`src/rtl/regfile_ctrl_pkg.sv`:
```
// Shared types and sizing for the register-file controller.
// Widths here size every port of the controller and its status table.
package regfile_ctrl_pkg;
    localparam int DATA_WIDTH = 16;
    localparam int REG_IDX_W  = 3;
    localparam int ROB_TAG_W  = 3;
    localparam int NUM_REGS   = 2 ** REG_IDX_W;

    typedef logic [REG_IDX_W-1:0]  lc3b_reg_idx;
    typedef logic [ROB_TAG_W-1:0]  lc3b_rob_tag;
    typedef logic [DATA_WIDTH-1:0] lc3b_word;

    typedef enum logic {RC_INIT, RC_RUN} regctl_state_t;
endpackage

```
`src/rtl/regfile_ctrl_if.sv`:
```
// Dispatch, commit and regfile-port bundle for regfile_ctrl.
// master = dispatch/ROB/regfile side, slave = the controller.
interface regfile_ctrl_if;
    import regfile_ctrl_pkg::*;

    logic        dis_valid;
    lc3b_reg_idx dis_dest;
    lc3b_rob_tag dis_tag;
    lc3b_reg_idx dis_sr1;
    lc3b_reg_idx dis_sr2;
    logic        dis_ready;
    logic        sr1_busy;
    lc3b_rob_tag sr1_tag;
    logic        sr2_busy;
    lc3b_rob_tag sr2_tag;
    logic        cmt_valid;
    lc3b_reg_idx cmt_dest;
    lc3b_rob_tag cmt_tag;
    lc3b_word    cmt_data;
    logic        cmt_ready;
    logic        flush;
    logic        rf_load;
    lc3b_reg_idx rf_dest;
    lc3b_word    rf_in;
    lc3b_reg_idx rf_sr1;
    lc3b_reg_idx rf_sr2;
    logic        init_done;

    modport master (
        output dis_valid, dis_dest, dis_tag, dis_sr1, dis_sr2,
        output cmt_valid, cmt_dest, cmt_tag, cmt_data, flush,
        input  dis_ready, sr1_busy, sr1_tag, sr2_busy, sr2_tag,
        input  cmt_ready, rf_load, rf_dest, rf_in, rf_sr1, rf_sr2,
        input  init_done
    );

    modport slave (
        input  dis_valid, dis_dest, dis_tag, dis_sr1, dis_sr2,
        input  cmt_valid, cmt_dest, cmt_tag, cmt_data, flush,
        output dis_ready, sr1_busy, sr1_tag, sr2_busy, sr2_tag,
        output cmt_ready, rf_load, rf_dest, rf_in, rf_sr1, rf_sr2,
        output init_done
    );
endinterface

```
`src/rtl/regfile_ctrl_regstat_table.sv`:
```
// Per-register busy bit and owning ROB tag, with rename,
// tag-matched commit clear and flush.
module regstat_table
    import regfile_ctrl_pkg::*;
(
    input  logic        clk,
    input  logic        reset_n,
    input  logic        flush_i,
    input  logic        ren_i,
    input  lc3b_reg_idx ren_idx_i,
    input  lc3b_rob_tag ren_tag_i,
    input  logic        clr_i,
    input  lc3b_reg_idx clr_idx_i,
    input  lc3b_rob_tag clr_tag_i,
    input  lc3b_reg_idx sr1_i,
    input  lc3b_reg_idx sr2_i,
    output logic        sr1_busy_o,
    output lc3b_rob_tag sr1_tag_o,
    output logic        sr2_busy_o,
    output lc3b_rob_tag sr2_tag_o
);
    logic [NUM_REGS-1:0]                busy_q, busy_d;
    logic [NUM_REGS-1:0][ROB_TAG_W-1:0] tag_q, tag_d;

    // Priority: flush, then rename, then a commit whose tag still owns the entry.
    always_comb begin
        busy_d = busy_q;
        tag_d  = tag_q;
        for (int i = 0; i < NUM_REGS; i++) begin
            if (flush_i) begin
                busy_d[i] = 1'b0;
                tag_d[i]  = '0;
            end else if (ren_i && ren_idx_i == REG_IDX_W'(i)) begin
                busy_d[i] = 1'b1;
                tag_d[i]  = ren_tag_i;
            end else if (clr_i && clr_idx_i == REG_IDX_W'(i)
                         && tag_q[i] == clr_tag_i) begin
                busy_d[i] = 1'b0;
                tag_d[i]  = '0;
            end
        end
    end

    always_ff @(posedge clk or negedge reset_n) begin
        if (!reset_n) begin
            busy_q <= '0;
            tag_q  <= '0;
        end else begin
            busy_q <= busy_d;
            tag_q  <= tag_d;
        end
    end

    assign sr1_busy_o = busy_q[sr1_i];
    assign sr1_tag_o  = busy_q[sr1_i] ? tag_q[sr1_i] : '0;
    assign sr2_busy_o = busy_q[sr2_i];
    assign sr2_tag_o  = busy_q[sr2_i] ? tag_q[sr2_i] : '0;
endmodule

```
`src/rtl/regfile_ctrl.sv`:
```
// Regfile write-port sequencer: zero-fills all registers after reset,
// then commits ROB writes and tracks rename status for dispatch.
module regfile_ctrl
    import regfile_ctrl_pkg::*;
(
    input  logic           clk,
    input  logic           reset_n,
    regfile_ctrl_if.slave  bus
);
    localparam logic [0:0] ST_INIT = 1'(RC_INIT);
    localparam logic [0:0] ST_RUN  = 1'(RC_RUN);

    logic [0:0]  state_q, state_d;
    lc3b_reg_idx init_cnt_q, init_cnt_d;
    logic        init_done_q, init_done_d;
    logic        run;

    assign run = (state_q == ST_RUN);

    always_comb begin
        state_d     = state_q;
        init_cnt_d  = init_cnt_q;
        init_done_d = init_done_q;
        unique case (state_q)
            ST_INIT: begin
                init_cnt_d = init_cnt_q + 1'b1;
                if (init_cnt_q == REG_IDX_W'(NUM_REGS - 1)) begin
                    state_d     = ST_RUN;
                    init_done_d = 1'b1;
                end
            end
            default: state_d = ST_RUN;
        endcase
    end

    always_ff @(posedge clk or negedge reset_n) begin
        if (!reset_n) begin
            state_q     <= ST_INIT;
            init_cnt_q  <= '0;
            init_done_q <= 1'b0;
        end else begin
            state_q     <= state_d;
            init_cnt_q  <= init_cnt_d;
            init_done_q <= init_done_d;
        end
    end

    assign bus.dis_ready = run;
    assign bus.cmt_ready = run;
    assign bus.init_done = init_done_q;
    assign bus.rf_load   = run ? bus.cmt_valid : 1'b1;
    assign bus.rf_dest   = run ? bus.cmt_dest : init_cnt_q;
    assign bus.rf_in     = run ? bus.cmt_data : '0;
    assign bus.rf_sr1    = bus.dis_sr1;
    assign bus.rf_sr2    = bus.dis_sr2;

    regstat_table u_table (
        .clk        (clk),
        .reset_n    (reset_n),
        .flush_i    (run & bus.flush),
        .ren_i      (run & bus.dis_valid),
        .ren_idx_i  (bus.dis_dest),
        .ren_tag_i  (bus.dis_tag),
        .clr_i      (run & bus.cmt_valid),
        .clr_idx_i  (bus.cmt_dest),
        .clr_tag_i  (bus.cmt_tag),
        .sr1_i      (bus.dis_sr1),
        .sr2_i      (bus.dis_sr2),
        .sr1_busy_o (bus.sr1_busy),
        .sr1_tag_o  (bus.sr1_tag),
        .sr2_busy_o (bus.sr2_busy),
        .sr2_tag_o  (bus.sr2_tag)
    );
endmodule

```
`src/flat_wrapper.sv`:
```
// flat-port wrapper written by rule: the top's interface ports become plain ports
module regfile_ctrl_flat import regfile_ctrl_pkg::*;
  (clk, reset_n, bus_dis_valid, bus_dis_dest, bus_dis_tag, bus_dis_sr1, bus_dis_sr2, bus_cmt_valid, bus_cmt_dest, bus_cmt_tag, bus_cmt_data, bus_flush, bus_dis_ready, bus_sr1_busy, bus_sr1_tag, bus_sr2_busy, bus_sr2_tag, bus_cmt_ready, bus_rf_load, bus_rf_dest, bus_rf_in, bus_rf_sr1, bus_rf_sr2, bus_init_done);
  regfile_ctrl_if bus_i ();
  input  logic clk;
  input  logic reset_n;
  input wire logic [$bits(bus_i.dis_valid)-1:0] bus_dis_valid;
  input wire logic [$bits(bus_i.dis_dest)-1:0] bus_dis_dest;
  input wire logic [$bits(bus_i.dis_tag)-1:0] bus_dis_tag;
  input wire logic [$bits(bus_i.dis_sr1)-1:0] bus_dis_sr1;
  input wire logic [$bits(bus_i.dis_sr2)-1:0] bus_dis_sr2;
  input wire logic [$bits(bus_i.cmt_valid)-1:0] bus_cmt_valid;
  input wire logic [$bits(bus_i.cmt_dest)-1:0] bus_cmt_dest;
  input wire logic [$bits(bus_i.cmt_tag)-1:0] bus_cmt_tag;
  input wire logic [$bits(bus_i.cmt_data)-1:0] bus_cmt_data;
  input wire logic [$bits(bus_i.flush)-1:0] bus_flush;
  output wire logic [$bits(bus_i.dis_ready)-1:0] bus_dis_ready;
  output wire logic [$bits(bus_i.sr1_busy)-1:0] bus_sr1_busy;
  output wire logic [$bits(bus_i.sr1_tag)-1:0] bus_sr1_tag;
  output wire logic [$bits(bus_i.sr2_busy)-1:0] bus_sr2_busy;
  output wire logic [$bits(bus_i.sr2_tag)-1:0] bus_sr2_tag;
  output wire logic [$bits(bus_i.cmt_ready)-1:0] bus_cmt_ready;
  output wire logic [$bits(bus_i.rf_load)-1:0] bus_rf_load;
  output wire logic [$bits(bus_i.rf_dest)-1:0] bus_rf_dest;
  output wire logic [$bits(bus_i.rf_in)-1:0] bus_rf_in;
  output wire logic [$bits(bus_i.rf_sr1)-1:0] bus_rf_sr1;
  output wire logic [$bits(bus_i.rf_sr2)-1:0] bus_rf_sr2;
  output wire logic [$bits(bus_i.init_done)-1:0] bus_init_done;
  assign bus_i.dis_valid = bus_dis_valid;
  assign bus_i.dis_dest = bus_dis_dest;
  assign bus_i.dis_tag = bus_dis_tag;
  assign bus_i.dis_sr1 = bus_dis_sr1;
  assign bus_i.dis_sr2 = bus_dis_sr2;
  assign bus_i.cmt_valid = bus_cmt_valid;
  assign bus_i.cmt_dest = bus_cmt_dest;
  assign bus_i.cmt_tag = bus_cmt_tag;
  assign bus_i.cmt_data = bus_cmt_data;
  assign bus_i.flush = bus_flush;
  assign bus_dis_ready = bus_i.dis_ready;
  assign bus_sr1_busy = bus_i.sr1_busy;
  assign bus_sr1_tag = bus_i.sr1_tag;
  assign bus_sr2_busy = bus_i.sr2_busy;
  assign bus_sr2_tag = bus_i.sr2_tag;
  assign bus_cmt_ready = bus_i.cmt_ready;
  assign bus_rf_load = bus_i.rf_load;
  assign bus_rf_dest = bus_i.rf_dest;
  assign bus_rf_in = bus_i.rf_in;
  assign bus_rf_sr1 = bus_i.rf_sr1;
  assign bus_rf_sr2 = bus_i.rf_sr2;
  assign bus_init_done = bus_i.init_done;
  regfile_ctrl u_core (.clk(clk), .reset_n(reset_n), .bus(bus_i));
endmodule
```
`config.mk`:
```
export PLATFORM = sky130hd
export DESIGN_NAME = regfile_ctrl_flat
export DESIGN_NICKNAME = d
export VERILOG_FILES = /design/src/rtl/regfile_ctrl_pkg.sv /design/src/rtl/regfile_ctrl_if.sv /design/src/rtl/regfile_ctrl_regstat_table.sv /design/src/rtl/regfile_ctrl.sv /design/src/flat_wrapper.sv
export SDC_FILE = /design/constraint.sdc
export NUM_CORES = 1
export LEC_CHECK = 0
export ABC_AREA = 1
export CORE_MARGIN = 2
export CORE_UTILIZATION = 45
export DETAILED_ROUTE_END_ITERATION = 16
export PLACE_DENSITY_LB_ADDON = 0.2
export SYNTH_ARGS = -nofsm -noshare
export SYNTH_HDL_FRONTEND = slang
export SYNTH_SLANG_ARGS = --single-unit
```
`constraint.sdc`:
```
create_clock -name clk -period 3.05 [get_ports clk]
set_clock_uncertainty 0.05 [all_clocks]
set_input_delay 0.61 -clock clk [delete_from_list [all_inputs] [get_ports clk]]
set_output_delay 0.61 -clock clk [all_outputs]
set_load 0.01 [all_outputs]
```
* Word level (Yosys, flattened, before mapping)
Cells that the tools add are included.
** Storage, ports and cells
- Word-level logic and storage cells :: 147
- Flip-flop bits (word level) :: 37
** Cells by class
- Bitwise logic cells :: 4
- Add/subtract/negate cells :: 1
- $lt $le $gt $ge :: 2
- Reduce and logical (&&, ||, !) cells :: 35
- Multiplexer cells :: 63
- Eq/ne operators :: 23
** Operators by type and width (number)
- two-way mux 3 bit :: 29
- two-way mux 1 bit :: 29
- equality test 3 bit (second input constant) :: 9
- equality test 3 bit :: 8
- logical AND 1 bit :: 24
- nonzero test 3 bit :: 8
- binary-select mux 3 bit (select 3 bit) :: 2
- two-way mux 16 bit :: 1
- equality test 3 x 2 -> 1 bit (second input constant) :: 4
- less-than comparator 3 x 4 -> 1 bit (second input constant) :: 2
- binary-select mux 1 bit (select 3 bit) :: 2
- equality test 3 x 1 -> 1 bit (second input constant) :: 2
- logical NOT 3 bit :: 2
- adder 3 x 1 -> 3 bit (second input constant) :: 1
- AND 1 bit :: 3
- AND reduction 2 bit :: 1
- inverter 1 bit :: 1

* Depth between registers and ports, before layout
- Depth in word-level cells :: 6
- Depth in mapped cells :: 10
- Mapped depth without buffers :: 8

* Hierarchy
Synthesis repeated with hierarchy kept, for this count alone.
** Second synthesis, totals
- Cells, all modules :: 550
- Area, all modules :: 3096.7 µm²
** Modules (own cells, without submodules)
- regstat_table :: cells each 469, area each 2617.5 µm², times used 1
- regfile_ctrl :: cells each 81, area each 479.2 µm², times used 1

* Worst setup path after synthesis
No wires, ideal clock.
- Kind :: input port to output port
- Start point :: input bus_dis_sr1[1]
- End point :: output bus_sr1_tag[0]
- Cell stages on the path :: 8
- Data arrival time :: 1321 ps
- Buffers on the path :: 1
- Setup slack :: 1069 ps
- Required time :: 2390 ps
- Cell sequence :: buf_2 -> inv_2 -> nand3_1 -> nand2_1 -> nand2_1 -> nand2_1 -> nand2_1 -> inv_1
** On the way
- Longest elaborated chain between the ends :: 3
** Ends and longest elaborated chain
- start, declared :: line flat_wrapper.sv:10 : input wire logic [$bits(bus_i.dis_sr1)-1:0] bus_dis_sr1;
- binary-select mux 1 bit (select 3 bit)
- two-way mux 1 bit
- net bus_sr1_busy :: line flat_wrapper.sv:18 : output wire logic [$bits(bus_i.sr1_busy)-1:0] bus_sr1_busy;
- two-way mux 3 bit :: line regfile_ctrl_regstat_table.sv:55 : assign sr1_tag_o = busy_q[sr1_i] ? tag_q[sr1_i] : '0;
- end, declared :: line flat_wrapper.sv:19 : output wire logic [$bits(bus_i.sr1_tag)-1:0] bus_sr1_tag;
The timed path passes the listed nets, and every way through them passes these cells. The select of a mux whose other input is x is not followed.

* Worst setup path after layout
- Start point :: input bus_dis_sr1[2]
- End point :: output bus_sr1_tag[1]
** On the way
- Longest elaborated chain between the ends :: 3
** Ends and longest elaborated chain (line)
- binary-select mux 3 bit (select 3 bit) / binary-select mux 1 bit (select 3 bit) (equally long branches) :: regfile_ctrl_regstat_table.sv:55
- two-way mux 3 bit (not written as such) / two-way mux 1 bit (equally long branches) :: regfile_ctrl_regstat_table.sv:55
- two-way mux 3 bit * :: regfile_ctrl_regstat_table.sv:55
Every way passes the cells marked *; elsewhere a longest branch is shown, timed or not. The select of a mux whose other input is x is not followed.

==> metrics <==
status complete, no violations; largest net degree at the start of global routing 38; yosys warns 0; Reg-to-Reg Start u_core.bus.cmt_ready; std cell rows 30; Skew-Pair Late Insertion Delay 290 ps; hold_sp u_core.bus.init_done; max-slew violation count 0; Design Power 0.00118 W; area post-placement 3930 um^2; nets 631; Worst Hold Depth 1; RSZ-0062 raised after global routing false; Slew @ Worst Pin 584 ps; Iter 0 DRT Violations 201; R2R depth 6; Syn-to-layout area delta 26.6%; CP endpoint kind primary output; Relative slew margins 61.0%; DRT Wirelength 9.10 mm; CP Data Required Time 2390 ps; Max-Cap Viols 0; dominant cell type by area after synthesis dfrtp_1; GRT Total Usage 25.3%; pwr/cell area 292 nW/um^2; Reg-to-Reg End u_core.u_table.tag_q[3]; CTS H-tree depth 2; number of nets with antenna violations after routing 0; mean post-synth cell area 6.05 um^2; CP max FO 6; Die ar. 7770 um^2; Die W 88.1 um; Clock Sink Count 37; Crit Path Category in2out; antenna violations before repair 0; Residual DRC 0; Final min period 2770 ps; leak pwr 2.30 nW; Vias 3319; mapped cell area 3180 um^2; hold endpoint u_core.bus.init_done; post-synthesis sequential area ratio 29.1%; Post-CTS Setup Bufs 0; CTS Hold Bufs 0; crit path launch type input pin; chip height 88.1 um; peak supply drop 0.187 mV; Synth Register Bits 37; I/O pin count 76; root buffer cell clkbuf_8; GRT overflow 0; setup TNS 0 ps; Register Area 926 um^2; number of I/O port buffers 75; post-detailed-route via-to-cell ratio 4.83; reg-to-reg slack, setup 1400 ps; top area cells in the synthesized netlist dfrtp_1 29%, nand2_1 29%, nand3_1 13%; Peak Freq 0.361 GHz; Starting Density 46.6%; Final Hold Fails 0; layout cell share with drive strength beyond 1 9.81%; core box area 6830 um^2; Reg clk slew, reported paths 70 ps; Wirelength per Cell 13.2 um; Worst Path Arrival 2110 ps; period utilization 90.7%; endpoints failing setup 0; Num CTS Buffers 5; Final GP Congestion 0.925; clock buffer depth 2; Hold WC Path Type reg2reg; drt first pass iters 5; cells after synthesis 526; # diodes 0; vias in the first global route 3168; Yosys top cell area share 29.1%; final instance area 4030 um^2; area of the multi-input gates 1770 um^2; first-pass GRT wire length 15.2 mm; syn nets 567; Distinct cells, synth 23; CTS tree done; Layout Utilization 59.0%; Fill cells 693; Detailed Place HPWL 7.45 mm
==> worst max-delay path, cell delays in order <==
cell	delay, ps
clkdlybuf4s50_1	500
inv_1	150
nand2_1	60
nand2_1	120
nand2_1	80
inv_1	60
clkdlybuf4s50_1	520
==> cell families (layout without fill, tap and decap cells) <==
group / count (synthesis) / after routing / share of synthesized area [%]
AO/OA/AOI/OAI: 4 / 4 / 0.707
XOR/XNOR: 9 / 9 / 2.48
adder cells (fa/ha/maj): 2 / 2 / 0.786
buffers and inverters: 103 / 168 / 15.3
flip-flops: 37 / 37 / 29.1
AND/OR/NAND/NOR: 371 / 371 / 51.6
==> sequential cells by signal, summed over array words and instances (netlist names) <==
name,cells
u_core.bus.cmt_ready,1
u_core.init_cnt_q,3
u_core.bus.init_done,1
u_core.u_table.busy_q,8
u_core.u_table.tag_q,24
==> power by group <==
group	internal (W)	switching, W
combinational	0.000147	0.000185
sequential	0.000500	0.00000854
clock	0.000158	0.000179
total	0.000805	0.000372
==> worst max path at each step <==
| stage | start | to | slack, ps | cells after the start |
|---|---|---|---|---|
| 6_report | bus_dis_sr1[2] | bus_sr1_tag[1] | 280 | 7 |
| 5_1_grt | bus_dis_sr1[2] | bus_sr1_tag[1] | 190 | 7 |
| 4_1_cts | bus_dis_sr1[0] | bus_sr1_tag[1] | 10 | 10 |
| 3_5_place_dp | bus_dis_sr1[0] | bus_sr1_tag[1] | 10 | 10 |
| 3_3_place_gp | bus_dis_sr2[1] | bus_sr2_tag[1] | 30 | 9 |
| 2_1_floorplan | bus_dis_sr1[1] | bus_sr1_tag[0] | 1070 | 8 |
==> area by class of cell <==
class	instances	share of cell area (%)
Clock inverter	3	0.435
Clock buffer	5	1.71
Sequential cell	37	23.0
Timing Repair Buffer	81	20.2
Tap cell	96	2.98
Multi-Input combinational cell	386	43.9
Inverter	79	7.79
==> layout by cell type, fill, tap and decap left out, drive strengths merged <==
cell type,Yosys,final
nand2,254,254
nand3,80,80
inv,76,76
clkdlybuf4s50,0,71
dfrtp,37,37
nor2,35,35
xnor2,9,9
buf,23,6
clkbuf,1,5
clkinv,3,5
dlymetal6s2s,0,4
o21ai,3,3
or2,2,2
ha,2,2
a21o,1,1
clkinvlp,0,1
==> cell usage after synthesis <==
library cell	number
inv_4	2
dfrtp_1	37
nor2_2	8
clkinv_8	1
nand2_8	3
nor2_4	8
nand2_4	1
buf_4	12
buf_2	7
nand2_2	4
inv_2	15
clkinv_1	2
clkbuf_1	1
nand3_1	80
or2_2	2
xnor2_1	9
buf_6	4
ha_1	2
inv_1	59
nand2_1	246
a21o_1	1
nor2_1	19
o21ai_0	3
==> metrics by stage <==
stage / setup WS [ps] / hold WS, ps / instances
after floorplan: 1070 / 264 / 526
after global placement: 27.2 / 392 / 679
after detailed placement: 9.58 / 396 / 679
after CTS: 10.1 / 416 / 687
after global routing: 187 / 441 / 687
final: 282 / 409 / 687
==> timing repair <==
| item | CTS | global route |
|---|---|---|
| endpoints found under the setup margin | 0 | 7 |
| endpoints found under the hold margin | 0 | 0 |
| gates resized for setup | 0 | 6 |
==> per-layer routing <==
metal / vias up / GRT usage, % / routed length, um
li1: 1704 / - / -
met1: 1474 / 33.9 / 4090
met2: 116 / 40.8 / 4160
met3: 25 / 3.20 / 497
met4: 0 / 11.7 / 361
met5: - / 0 / 0
(Power assumes the default switching activity.)
